`config.mk`:
```
export PLATFORM = sky130hd
export DESIGN_NAME = gf_reduce_seq
export DESIGN_NICKNAME = d
export VERILOG_FILES = /design/src/rtl/gf_pkg.sv /design/src/rtl/gf_reduce_step.sv /design/src/rtl/gf_reduce_seq.sv
export SDC_FILE = /design/constraint.sdc
export NUM_CORES = 1
export LEC_CHECK = 0
export ABC_AREA = 1
export BUFFER_PORTS_ARGS = -buffer_cell sky130_fd_sc_hd__buf_2
export CAP_MARGIN = 30
export CORE_MARGIN = 2
export CORE_UTILIZATION = 34
export CTS_CLUSTER_DIAMETER = 30
export DETAILED_ROUTE_END_ITERATION = 8
export HOLD_SLACK_MARGIN = 0.12
export SLEW_MARGIN = 20
export SYNTH_ARGS = -nofsm -noshare
export SYNTH_HDL_FRONTEND = slang
export SYNTH_HIERARCHICAL = 1
export SYNTH_SLANG_ARGS = --single-unit
```
`constraint.sdc`:
```
create_clock -name clk -period 3.7 [get_ports clk]
set_clock_uncertainty 0.15 [all_clocks]
set_input_delay 0.37 -clock clk [delete_from_list [all_inputs] [get_ports clk]]
set_output_delay 0.37 -clock clk [all_outputs]
set_load 0.05 [all_outputs]
```
`src/rtl/gf_pkg.sv`:
```
// GF(2^M) reducer shared definitions.
// State encoding and width helpers.
package gf_pkg;

  localparam int M_DEF  = 8;
  localparam int PW_DEF = 2 * M_DEF - 1;

  typedef enum logic [1:0] {
    S_IDLE = 2'd0,
    S_BUSY = 2'd1,
    S_DONE = 2'd2
  } state_t;

  // ceil(log2(v)), at least 1 so every counter has a bit
  function automatic int clog2(input int v);
    int r;
    r = 1;
    for (int i = 1; i < 31; i++) begin
      if ((1 << i) < v) r = i + 1;
    end
    return r;
  endfunction

  // width of an unreduced product
  function automatic int pw(input int m);
    return 2 * m - 1;
  endfunction

  // busy cycles per operation: ceil((m-1)/d)
  function automatic int nstep(input int m, input int d);
    return (m - 1 + d - 1) / d;
  endfunction

endpackage

```
`src/rtl/gf_reduce_step.sv`:
```
// One digit of reduction: D chained
// conditional shifted-POLY XORs.
module gf_reduce_step
  import gf_pkg::*;
#(
  parameter int         M    = 8,
  parameter logic [M:0] POLY = 9'h11B,
  parameter int         D    = 2,
  localparam int        PW   = 2 * M - 1,
  localparam int        PBW  = clog2(PW)
) (
  input  logic [PW-1:0]  r,
  input  logic [PBW-1:0] p,
  output logic [PW-1:0]  r_nxt
);

  localparam logic [PW-1:0] PPOLY = PW'(POLY);

  // clear positions p..p-D+1 top-down;
  // positions below M are left alone
  always_comb begin
    logic [PW-1:0] t;
    int            pos;
    t   = r;
    pos = 0;
    for (int k = 0; k < D; k++) begin
      pos = int'(p) - k;
      if (pos >= M && pos < PW) begin
        if (t[pos]) t = t ^ (PPOLY << (pos - M));
      end
    end
    r_nxt = t;
  end

endmodule

```
`src/rtl/gf_reduce_seq.sv`:
```
// Digit-serial GF(2^M) reducer with
// valid/ready on both sides.
module gf_reduce_seq
  import gf_pkg::*;
#(
  parameter int         M    = 8,
  parameter logic [M:0] POLY = 9'h11B,
  parameter int         D    = 2
) (
  input  logic           clk,
  input  logic           rst,
  input  logic [2*M-2:0] in_data,
  input  logic           in_valid,
  output logic           in_ready,
  output logic [M-1:0]   out_data,
  output logic           out_valid,
  input  logic           out_ready,
  output logic           busy
);

  localparam int PW  = pw(M);
  localparam int NS  = nstep(M, D);
  localparam int CW  = clog2(NS + 1);
  localparam int PBW = clog2(PW);
  localparam int TOP = 2 * M - 2;

  state_t         state;
  state_t         state_nxt;
  logic [PW-1:0]  r;
  logic [PW-1:0]  r_nxt;
  logic [CW-1:0]  cnt;
  logic [PBW-1:0] p;
  logic           last;
  logic           accept;

  assign accept = in_valid && in_ready;
  assign last   = (cnt == CW'(NS - 1));
  assign p      = PBW'(TOP - int'(cnt) * D);

  gf_reduce_step #(
    .M    (M),
    .POLY (POLY),
    .D    (D)
  ) u_step (
    .r     (r),
    .p     (p),
    .r_nxt (r_nxt)
  );

  // state register
  always_ff @(posedge clk) begin
    if (rst) state <= S_IDLE;
    else     state <= state_nxt;
  end

  // next-state decode
  always_comb begin
    state_nxt = state;
    unique case (state)
      S_IDLE:  if (accept)    state_nxt = S_BUSY;
      S_BUSY:  if (last)      state_nxt = S_DONE;
      S_DONE:  if (out_ready) state_nxt = S_IDLE;
      default:                state_nxt = S_IDLE;
    endcase
  end

  // handshake outputs straight from state
  always_comb begin
    in_ready  = (state == S_IDLE) && !rst;
    busy      = (state == S_BUSY);
    out_valid = (state == S_DONE);
  end

  // work register, step count, result
  always_ff @(posedge clk) begin
    if (rst) begin
      r        <= '0;
      cnt      <= '0;
      out_data <= '0;
    end else begin
      unique case (state)
        S_IDLE: begin
          if (accept) begin
            r   <= in_data;
            cnt <= '0;
          end
        end
        S_BUSY: begin
          r   <= r_nxt;
          cnt <= cnt + CW'(1);
          if (last) out_data <= r_nxt[M-1:0];
        end
        default: ;
      endcase
    end
  end

endmodule

```
==> impl_metrics.tcl <==
set metrics [dict create \
    regToRegSetupSlack_ps 340 \
    cts_inserted_buffers 3 \
    area_growth_syn_to_layout_pct 6.37 \
    dieHeight_um 98.6 \
    slew_viol_final 0 \
    hp-start "out_ready" \
    reg2reg_depth 18 \
    dr.pass1.iters 5 \
    grt.total_usage_pct 18.4 \
    avgViaCountPerCell 5.13 \
    yosys-top-cells-area "nand2_1 (20%), dfxtp_1 (18%), nand3_1 (15%)" \
    synth_edf_count 0 \
    cts_buffer_depth 2 \
    grt_max_degree 52 \
    clock-root-buffer "clkbuf_8" \
    yosysWarnings 6 \
    netlist_area_um2 3050 \
    p_leak_uw 0.00171 \
    vias 3373 \
    ys_seq_elements 28 \
    yosysTopAreaCell "nand2_1" \
    critPathBufInv 5 \
    cts.hold.buffers_added 0 \
    outcome "finished clean" \
    synth.top_cells.by_count "nand2_1 (160), nand3_1 (94), inv_1 (61)" \
    fin_crit_sh_pct 90.8 \
    antenna_found_initial 0 \
    grt_pass1_vias 2970 \
    fin_nets 576 \
    rows 34 \
    drt-total-wl_mm 9.10 \
    slew_headroom_pct 65.0 \
    drc 0 \
    hold_path_depth 4 \
    synth.avg_cell_area_um2 5.70 \
    ant_nets 0 \
    r2r_start "cnt[0]" \
    synth_ff_type "dfxtp_1" \
    ys_async_sr_fraction_pct 0 \
    r2r_end "r[14]" \
    synth_seq_area_share_pct 18.4 \
    io_buffers 29 \
    coreArea_um2 8720 \
    place_area_um2 3120 \
    max_slew.worst_pin.slew_ps 520 \
    cts-htree-levels 1 \
    synth_cells 534 \
    crit_arrival_ps 3430 \
    initial_utilization_pct 34.9 \
    slowest_stage "dfxtp_1" \
    drive_gt1_share_pct 12.5 \
    period_needed_ps 3360 \
    cp_top_family "simple AND/OR/NAND/NOR gates" \
    io_pins 30 \
    insertion_delay_ps 280 \
    fin_area_um2 3240 \
    die-area_um2 9730 \
    max_freq_mhz 298 \
    grt_pass1_wl_mm 14.7 \
    place_congestion 0.979 \
    grt_overflow 0 \
    cp.required_ps 3770 \
    cp_common_cell "nand2_1" \
    hold_path_end "state[1]" \
    path_cells "clkinvlp_4 -> buf_4 -> buf_4 -> inv_4 -> ha_1 -> nand2_1 -> nand2_1 -> clkinv_1 -> o21ai_0 -> nand2_1 -> nand3_1 -> xor2_1 -> nand3_1 -> nand2_1 -> nand3_1 -> nand2_1 -> a21oi_1 -> nor2_1" \
    finalSetupViolations 0 \
    dieWidth_um 98.6 \
    ys_types 35 \
    wl_per_cell_um 13.8 \
    hold_viol 0 \
    yosys.cell_count.top_type "nand2_1" \
    cts_sinks 28 \
    dp_hpwl_mm 6.92 \
    pre_cts_slack_ps 440 \
    endpoint_kind "register" \
    slowest_delay_ps 430 \
    startpoint_type "register" \
    worst-path-max-fanout 10 \
    maxCapViolCount 0 \
    drt_iter0_drc 301 \
    worst_slack_ps 340 \
    synth_top_cell_area_share_pct 19.7 \
    hold_class "in -> reg" \
    power_uw 988 \
    worstSetupPathType "reg -> reg" \
    diodes 0 \
    powerDensity_nw_per_um2 305 \
    max-vdd-ir-drop_v 0.000254 \
    cts_tree "yes" \
    clk_pin_slew_ps 100 \
]
## state kept, by name, indices dropped and copies added, names as in the netlist
name      cells
out_data      8
state         2
cnt           3
r            15
## per-stage QoR
| step | hold slack (ps) | instances | setup TNS, ps | util (%) |
|---|---|---|---|---|
| 2_1_floorplan | 289 | 535 | 0 | - |
| 3_3_place_gp | 300 | 647 | 0 | 35.8 |
| 3_5_place_dp | 300 | 647 | 0 | 35.8 |
| 4_1_cts | 217 | 651 | 0 | 36.4 |
| 5_1_grt | 220 | 658 | -8.72 | 37.1 |
| 6_report | 215 | 658 | 0 | 37.1 |
## logic make-up (layout without fill, tap and decap cells)
group	Yosys count	count (layout)	share of synthesized area, %
other	1	2	0.123
and+or+nand+nor	326	326	47.8
AOI/OAI and AO/OA	58	58	9.90
adders and majority gates	6	6	2.47
xor gates and xnor gates	17	17	4.89
DFF	28	28	18.4
buffers and inverters	98	113	16.4
## worst reg2reg max path, cell delays in order, from the launching register on
cell,delay [ps]
dfxtp_1,430
clkinvlp_4,190
buf_4,170
buf_4,130
inv_4,100
ha_1,190
nand2_1,60
nand2_1,280
clkinv_1,320
o21ai_0,360
nand2_1,90
nand3_1,120
xor2_1,160
nand3_1,90
nand2_1,130
nand3_1,80
nand2_1,90
a21oi_1,50
nor2_1,110
## worst max-delay path by stage
stage,end,cells past startpoint,slack (ps),from
floorplan,r[13],22,930,cnt[0]
global placement,r[14],16,480,cnt[0]
detailed placement,r[13],21,440,cnt[0]
CTS,r[13],21,420,cnt[0]
global route,r[10],20,-9,cnt[0]
finish,r[14],18,340,cnt[0]
## repair_timing
item                       in CTS  in global routing
buffers inserted                0                  7
gates resized for setup         0                  3
setup endpoints to repair       0                  1
## layer usage
metal | track usage, % | share of wire (%) | routed length, um
met5 | 0 | 0 | 0
met4 | 4.74 | 2.3 | 206
met3 | 0.638 | 6.8 | 619
met2 | 30.1 | 44 | 4050
met1 | 26.8 | 46 | 4230
## cells in the final DEF, fill, tap and decap left out, types with 2 or more instances in the layout
cell type,instances
clkbuf_8,4
conb_1,2
dfxtp_1,28
ha_1,5
inv_4,3
inv_1,60
xnor2_1,8
buf_2,29
and2_1,2
nand3_1,94
nor3_1,5
nand4_1,7
nand2_2,6
nor2_1,41
inv_2,5
a21oi_1,40
nand2_1,159
xor2_1,9
buf_4,10
nand2_4,4
o21ai_0,13
o211ai_1,2
nand3_2,2
## cell type report
class / count / area [um^2]
Clock buffer: 4 / 55.1
Sequential cell: 28 / 561
Fill cell: 960 / 5480
Inverter: 70 / 274
Tap cell: 108 / 135
Multi-Input combinational cell: 409 / 1990
Timing Repair Buffer: 39 / 220
## power breakdown
part           internal, uW  switching [uW]
registers               321            22.3
logic                   152             299
clock network          95.4            97.5
(Power assumes the default switching activity.)
